$ cat src/rtl/display_panel_receiver_if.sv
// Panel-side bus between display_driver (master) and display_panel_receiver (slave).
// Signalling: there is no valid/ready pairing on this bus. oclk and lat are
// strobes whose rising edge (sampled in the receiver clock domain) is the event;
// a strobe held high is one event, and each event needs at least one low sample
// before the next. rgb/row are qualified by those edges, and oe is a level.
interface display_panel_receiver_if #(
    parameter int segments = 1,
    parameter int rows     = 8
);
    logic                    oclk;
    logic                    lat;
    logic                    oe;
    logic [3*segments-1:0]   rgb;
    logic [$clog2(rows)-1:0] row;

    modport master (output oclk, lat, oe, rgb, row);
    modport slave  (input  oclk, lat, oe, rgb, row);
endinterface

$ cat src/rtl/display_panel_receiver.sv
// Sink-side model of an LED-matrix panel. It shifts rgb in on oclk edges, latches
// the shifted line on lat edges, and measures the per-row oe on-time of each frame.
// A frame closes when the latched row wraps from rows-1 back to 0.
module display_panel_receiver #(
    parameter int segments = 1,
    parameter int rows     = 8,
    parameter int columns  = 32,
    parameter int cntwidth = 24
) (
    input  logic                            clk,
    input  logic                            rst,
    display_panel_receiver_if.slave         bus,
    output logic [3*segments*columns-1:0]   o_line_data,
    output logic [$clog2(rows)-1:0]         o_line_row,
    output logic                            o_line_valid,
    output logic                            o_line_err,
    output logic                            o_frame_done,
    output logic [cntwidth-1:0]             o_frame_cycles,
    input  logic [$clog2(rows)-1:0]         i_rd_row,
    output logic [cntwidth-1:0]             o_rd_ontime,
    output logic [1:0]                      o_line_state
);
    localparam int SW = 3 * segments;
    localparam int LW = SW * columns;
    localparam int RW = $clog2(rows);
    localparam int CW = $clog2(columns + 1);

    localparam logic [CW-1:0]       CNT_FULL = CW'(columns);
    localparam logic [RW-1:0]       ROW_LAST = RW'(rows - 1);
    localparam logic [cntwidth-1:0] CNT_SAT  = '1;

    typedef enum logic [1:0] {
        ST_EMPTY    = 2'd0,
        ST_SHIFTING = 2'd1,
        ST_FULL     = 2'd2,
        ST_OVERRUN  = 2'd3
    } line_state_t;

    // Input stage. Only the strobes need a second stage for edge detection;
    // data, row and oe are consumed straight from the first stage.
    logic          r_oclk_q;
    logic          r_oclk_qq;
    logic          r_lat_q;
    logic          r_lat_qq;
    logic          r_oe_q;
    logic [SW-1:0] r_rgb_q;
    logic [RW-1:0] r_row_q;

    // Line capture state
    line_state_t   r_state;
    logic [LW-1:0] r_shreg;
    logic [CW-1:0] r_cnt;
    logic          r_overrun;

    // On-time accounting
    logic [cntwidth-1:0] r_acc  [rows];
    logic [cntwidth-1:0] r_bank [rows];
    logic [cntwidth-1:0] r_cyc;

    logic                w_oclk_edge;
    logic                w_lat_edge;
    logic                w_full;
    logic [LW-1:0]       w_shreg_next;
    logic [CW-1:0]       w_cnt_next;
    logic                w_ovr_next;
    logic                w_wrap;
    logic [cntwidth-1:0] w_cyc_inc;
    logic [cntwidth-1:0] w_acc_next [rows];

    // Register the panel pins once (and the strobes twice) in the clk domain
    always_ff @(posedge clk or posedge rst) begin
        if (rst) begin
            r_oclk_q  <= 1'b0;
            r_oclk_qq <= 1'b0;
            r_lat_q   <= 1'b0;
            r_lat_qq  <= 1'b0;
            r_oe_q    <= 1'b0;
            r_rgb_q   <= '0;
            r_row_q   <= '0;
        end else begin
            r_oclk_q  <= bus.oclk;
            r_oclk_qq <= r_oclk_q;
            r_lat_q   <= bus.lat;
            r_lat_qq  <= r_lat_q;
            r_oe_q    <= bus.oe;
            r_rgb_q   <= bus.rgb;
            r_row_q   <= bus.row;
        end
    end

    assign w_oclk_edge = r_oclk_q & ~r_oclk_qq;
    assign w_lat_edge  = r_lat_q & ~r_lat_qq;
    assign w_full      = (r_cnt == CNT_FULL);

    // Shift is resolved before any latch in the same cycle, so a coincident
    // oclk edge contributes its bit and its count to the latched line.
    assign w_shreg_next = w_oclk_edge ? {r_shreg[LW-SW-1:0], r_rgb_q} : r_shreg;
    assign w_cnt_next   = (w_oclk_edge && !w_full) ? r_cnt + CW'(1) : r_cnt;
    assign w_ovr_next   = r_overrun | (w_oclk_edge & w_full);

    // A frame closes on a latch that wraps the row address from the last row to 0
    assign w_wrap = w_lat_edge && (r_row_q == '0) && (o_line_row == ROW_LAST);

    assign w_cyc_inc = (r_cyc == CNT_SAT) ? r_cyc : r_cyc + cntwidth'(1);

    // Per-row saturating on-time increment charged to the currently latched row
    always_comb begin
        for (int k = 0; k < rows; k++) begin
            w_acc_next[k] = r_acc[k];
            if (r_oe_q && (o_line_row == RW'(k)) && (r_acc[k] != CNT_SAT)) begin
                w_acc_next[k] = r_acc[k] + cntwidth'(1);
            end
        end
    end

    // Line FSM: shift register, shift count, overrun flag and latched line outputs
    always_ff @(posedge clk or posedge rst) begin
        if (rst) begin
            r_state      <= ST_EMPTY;
            r_shreg      <= '0;
            r_cnt        <= '0;
            r_overrun    <= 1'b0;
            o_line_data  <= '0;
            o_line_row   <= '0;
            o_line_valid <= 1'b0;
            o_line_err   <= 1'b0;
        end else begin
            o_line_valid <= 1'b0;
            o_line_err   <= 1'b0;
            r_shreg      <= w_shreg_next;
            if (w_lat_edge) begin
                o_line_data  <= w_shreg_next;
                o_line_row   <= r_row_q;
                o_line_valid <= 1'b1;
                o_line_err   <= (w_cnt_next != CNT_FULL) || w_ovr_next;
                r_cnt        <= '0;
                r_overrun    <= 1'b0;
                r_state      <= ST_EMPTY;
            end else begin
                r_cnt     <= w_cnt_next;
                r_overrun <= w_ovr_next;
                if (w_ovr_next) begin
                    r_state <= ST_OVERRUN;
                end else if (w_cnt_next == CNT_FULL) begin
                    r_state <= ST_FULL;
                end else if (w_cnt_next == '0) begin
                    r_state <= ST_EMPTY;
                end else begin
                    r_state <= ST_SHIFTING;
                end
            end
        end
    end

    // Accumulate on-time per row; snapshot and restart the accumulators at a wrap
    always_ff @(posedge clk or posedge rst) begin
        if (rst) begin
            for (int k = 0; k < rows; k++) begin
                r_acc[k]  <= '0;
                r_bank[k] <= '0;
            end
        end else begin
            for (int k = 0; k < rows; k++) begin
                if (w_wrap) begin
                    r_bank[k] <= w_acc_next[k];
                    r_acc[k]  <= '0;
                end else begin
                    r_acc[k]  <= w_acc_next[k];
                end
            end
        end
    end

    // Frame length counter; the wrap cycle itself belongs to the closing frame
    always_ff @(posedge clk or posedge rst) begin
        if (rst) begin
            r_cyc          <= '0;
            o_frame_cycles <= '0;
            o_frame_done   <= 1'b0;
        end else begin
            o_frame_done <= 1'b0;
            if (w_wrap) begin
                o_frame_cycles <= w_cyc_inc;
                o_frame_done   <= 1'b1;
                r_cyc          <= '0;
            end else begin
                r_cyc <= w_cyc_inc;
            end
        end
    end

    assign o_rd_ontime  = r_bank[i_rd_row];
    assign o_line_state = r_state;

endmodule

$ cat src/flat_wrapper.sv
// flat-port wrapper written by rule: the top's interface ports become plain ports
module display_panel_receiver_flat 
#(
    parameter int segments = 1,
    parameter int rows     = 8,
    parameter int columns  = 32,
    parameter int cntwidth = 24
)
  (clk, rst, o_line_data, o_line_row, o_line_valid, o_line_err, o_frame_done, o_frame_cycles, i_rd_row, o_rd_ontime, o_line_state, bus_oclk, bus_lat, bus_oe, bus_rgb, bus_row);
  display_panel_receiver_if #(.segments(segments), .rows(rows)) bus_i ();
  input  logic clk;
  input  logic rst;
  output logic [3*segments*columns-1:0] o_line_data;
  output logic [$clog2(rows)-1:0] o_line_row;
  output logic o_line_valid;
  output logic o_line_err;
  output logic o_frame_done;
  output logic [cntwidth-1:0] o_frame_cycles;
  input  logic [$clog2(rows)-1:0] i_rd_row;
  output logic [cntwidth-1:0] o_rd_ontime;
  output logic [1:0] o_line_state;
  input wire logic [$bits(bus_i.oclk)-1:0] bus_oclk;
  input wire logic [$bits(bus_i.lat)-1:0] bus_lat;
  input wire logic [$bits(bus_i.oe)-1:0] bus_oe;
  input wire logic [$bits(bus_i.rgb)-1:0] bus_rgb;
  input wire logic [$bits(bus_i.row)-1:0] bus_row;
  assign bus_i.oclk = bus_oclk;
  assign bus_i.lat = bus_lat;
  assign bus_i.oe = bus_oe;
  assign bus_i.rgb = bus_rgb;
  assign bus_i.row = bus_row;
  display_panel_receiver #(.segments(segments), .rows(rows), .columns(columns), .cntwidth(cntwidth)) u_core (.clk(clk), .rst(rst), .bus(bus_i), .o_line_data(o_line_data), .o_line_row(o_line_row), .o_line_valid(o_line_valid), .o_line_err(o_line_err), .o_frame_done(o_frame_done), .o_frame_cycles(o_frame_cycles), .i_rd_row(i_rd_row), .o_rd_ontime(o_rd_ontime), .o_line_state(o_line_state));
endmodule
$ cat config.mk
export PLATFORM = sky130hd
export DESIGN_NAME = display_panel_receiver_flat
export DESIGN_NICKNAME = d
export VERILOG_FILES = /design/src/rtl/display_panel_receiver_if.sv /design/src/rtl/display_panel_receiver.sv /design/src/flat_wrapper.sv
export SDC_FILE = /design/constraint.sdc
export NUM_CORES = 2
export LEC_CHECK = 0
export ABC_AREA = 1
export CAP_MARGIN = 10
export CORE_ASPECT_RATIO = 1.25
export CORE_MARGIN = 10
export CORE_UTILIZATION = 55
export DETAILED_ROUTE_END_ITERATION = 6
export PLACE_DENSITY = 0.79
export SETUP_SLACK_MARGIN = 0.02
export SYNTH_ARGS = -nofsm -noshare
export SYNTH_HDL_FRONTEND = slang
export SYNTH_SLANG_ARGS = --single-unit
$ cat constraint.sdc
create_clock -name clk -period 29.7 [get_ports clk]
set_input_delay 8.91 -clock clk [delete_from_list [all_inputs] [get_ports clk]]
set_output_delay 8.91 -clock clk [all_outputs]
set_load 0.1 [all_outputs]
==> insert_results.sql <==
INSERT INTO impl_metrics (metric_group, metric, value, unit) VALUES
('status', 'outcome', 'finished clean', ''),
('grt', 'grtUsageMet2', '42.2', '%'),
('floorplan', 'initial_core_util', '55.7', '%'),
('critical_path', 'worstPathCellList', 'buf_2 -> buf_4 -> inv_2 -> buf_4 -> o21ai_0 -> o22ai_1 -> nor2_1 -> a31oi_1 -> clkdlybuf4s50_1', ''),
('sta', 'fin_crit_sh', '71.8', '%'),
('synth', 'avgSynthCellArea', '7.44', 'um2'),
('drt', 'number_of_vias_in_the_routed_layout', '28400', ''),
('synth', 'synth_cells', '4298', ''),
('critical_path', 'r2r_slack', '26.15', 'ns'),
('power', 'comb_power_share', '16.8', '%'),
('placement', 'place.port_buffers', '165', ''),
('synth', 'postSynth.asyncResetShare', '100', '%'),
('grt', 'track_usage', '26.3', '%'),
('grt', 'grt_util_met3', '5.71', '%'),
('sta', 'timing_worst_slew_pin_value', '1.06', 'ns'),
('power', 'share_clk_of_total_power', '38.7', '%'),
('power', 'peakVddDrop', '0.0566', 'mV'),
('synth', 'ys_warn_count', '0', ''),
('placement', 'hpwlAfterDp', '63.3', 'mm'),
('synth', 'top_cell_types_by_occurrence_after_synthesis', '1646 x nand2_1, 650 x dfrtp_1, 532 x nor2_1', ''),
('critical_path', 'setup.worst_path.end_class', 'primary output', ''),
('sta', 'rsz0062_at_grt', 'false', ''),
('clocking', 'cts-buffers-inserted', '68', ''),
('synth', 'ys_ff_latch', '650', ''),
('clocking', 'post_cts_resized', '0', ''),
('drt', 'drt_pre_antenna_iters', '6', ''),
('grt', 'grt_pass1_vias', '27000', ''),
('synth', 'synth.net_count', '4323', ''),
('sta', 'hold_viol', '0', ''),
('drt', 'vias_per_cell', '5.48', ''),
('drt', 'avgRoutedWirePerCell', '17.5', 'um'),
('clocking', 'post-cts-setup-buffer-count', '0', ''),
('critical_path', 'timing.rr.end', 'u_core.r_bank[115]', ''),
('layout', 'drive_above_1_share', '4.42', '%'),
('critical_path', 'cp_common_cell', 'buf_4', ''),
('power', 'total_leakage_power', '17.7', 'nW'),
('floorplan', 'floorplan.die.width', '236', 'um'),
('layout', 'fill_cells', '5013', ''),
('floorplan', 'core.rowCount', '98', ''),
('layout', 'areaGrowthSynthToFinish', '13.3', '%'),
('floorplan', 'core_region_area', '0.0574', 'mm2'),
('critical_path', 'library_cell_contributing_the_largest_single_delay_on_the_critical_path', 'clkdlybuf4s50_1', ''),
('placement', 'gp_congestion', '0.970', ''),
('drt', 'drtIter0Drc', '2443', ''),
('drt', 'totalWireLength', '90.7', 'mm'),
('clocking', 'htree_levels', '3', ''),
('grt', 'grt_max_degree', '185', ''),
('synth', 'leading_cell_type_by_number_of_instances_after_synthesis', 'nand2_1', ''),
('clocking', 'hold_buffers', '0', ''),
('clocking', 'clock_sinks', '650', ''),
('critical_path', 'reg2reg_from', 'u_core.o_line_row[0]', ''),
('sta', 'final-max-slew-violation-count', '0', ''),
('worst_hold_path', 'hp-start', 'u_core.r_lat_q', ''),
('synth', 'synth_largest_type_area_fraction', '50.9', '%'),
('sta', 'number_of_failing_setup_endpoints_in_the_final_timing_report', '0', ''),
('clocking', 'cts_tree', 'yes', ''),
('sta', 'maxClockFrequency', '0.0469', 'GHz'),
('layout', 'finish.net_count', '4406', ''),
('power', 'power_per_cell_area', '61.7', 'mW/mm2'),
('synth', 'synthesis.area', '0.0320', 'mm2'),
('synth', 'synthFlopType', 'dfrtp_1', ''),
('sta', 'clock_skew', '0.0261', 'ns'),
('worst_hold_path', 'worstHoldEndpoint', 'u_core.r_lat_qq', ''),
('floorplan', 'boundaryPins', '166', ''),
('worst_hold_path', 'min_path_type', 'flip-flop to flip-flop', ''),
('power', 'sequentialPowerShare', '44.5', '%'),
('critical_path', 'critical_path.n_buffers_inverters', '5', ''),
('grt', 'gr-usage-met1', '33.5', '%'),
('job', 'max-cap-violations', '0', ''),
('drt', 'postRouteAntennaNets', '0', ''),
('clocking', 'cts.clk_slew.worst_paths', '0.06', 'ns');
[power groups by stage]
| stage | registers, mW | logic (mW) | clock network, mW |
|---|---|---|---|
| floorplan | 1.10 | 0.180 | 0 |
| global placement | 1.01 | 0.368 | 0 |
| detailed placement | 1.01 | 0.374 | 0 |
| CTS | 0.992 | 0.377 | 0.878 |
| global route | 0.999 | 0.410 | 0.916 |
| finish | 0.994 | 0.375 | 0.865 |
[worst register-to-register path: stages (launching register included)]
cell and delay (ns):
dfrtp_1 0.52, nand2_2 0.18, inv_2 0.11, nand2_2 0.09, nor2_4 0.37, buf_4 0.69, buf_4 0.90, nand3_1 0.46
nand2_1 0.15
[cells by family (layout without fill, tap and decap cells)]
group           Yosys count  after routing  share of synthesized area, %
fa+ha+maj                11             11                         0.430
simple gates           2679           2679                          34.3
xor+xnor                 44             44                          1.20
flops                   650            650                          50.9
compound gates          402            402                          6.64
buf+inv                 512            647                          6.56
[through the flow]
step	worst slack, ns	utilization (%)	instance area (um2)	hold slack (ns)	cells
final	8.39	63.1	36200	0.370	5183
after global routing	8.24	63.1	36200	0.394	5183
after CTS	8.51	63.1	36200	0.373	5183
after detailed placement	8.51	59.2	34000	0.360	5061
after global placement	8.57	59.2	34000	0.358	5061
after floorplan	2.58	-	32000	0.354	4298
[worst max-delay path by stage]
stage                      from                  endpoint  slack (ns)
finish              i_rd_row[0]            o_rd_ontime[1]        8.39
global route        i_rd_row[0]            o_rd_ontime[1]        8.24
CTS                 i_rd_row[0]            o_rd_ontime[1]        8.51
detailed placement  i_rd_row[0]            o_rd_ontime[1]        8.51
global placement    i_rd_row[0]            o_rd_ontime[1]        8.57
floorplan                   rst  u_core.o_frame_cycles[0]        2.58
[per-layer routing]
metal	vias to the layer above	share of wire [%]
met5	-	0
met4	0	4.6
met3	185	8.0
met2	955	46
met1	13500	41
li1	13800	-
[layout make-up]
cell class,count,area (um2),area share (%)
inverters,336,1280,3.52
repair buffers,189,1850,5.11
clock buffers,89,1920,5.31
clock inverters,33,329,0.908
flip-flops and latches,650,16300,44.9
well taps,750,938,2.59
multi-input cells,3136,13600,37.7
[layout by cell type, fill, tap and decap left out, types with 24 or more instances in the layout]
master and count:
o21ai_1 37, clkdlybuf4s50_1 164, o21ai_0 222, xor2_1 24, nor2_1 531, a21oi_1 66, o22ai_1 33, nand3_1 293
nand4_1 75, a31oi_1 32, nand2_1 1645, nor2_2 24, dfrtp_1 650, clkbuf_16 70, nor3_1 44, inv_1 329
[flip-flops by register name, indices dropped and copies added, names as in the netlist]
name	count
u_core.o_frame_cycles	24
u_core.o_frame_done	1
u_core.o_line_data	96
u_core.o_line_err	1
u_core.o_line_row	3
u_core.o_line_state	2
u_core.o_line_valid	1
u_core.r_acc	192
u_core.r_bank	192
u_core.r_cnt	6
u_core.r_cyc	24
u_core.r_lat_q	1
u_core.r_lat_qq	1
u_core.r_oclk_q	1
u_core.r_oclk_qq	1
u_core.r_oe_q	1
u_core.r_overrun	1
u_core.r_rgb_q	3
u_core.r_row_q	3
u_core.r_shreg	96
(Power assumes the default switching activity.)
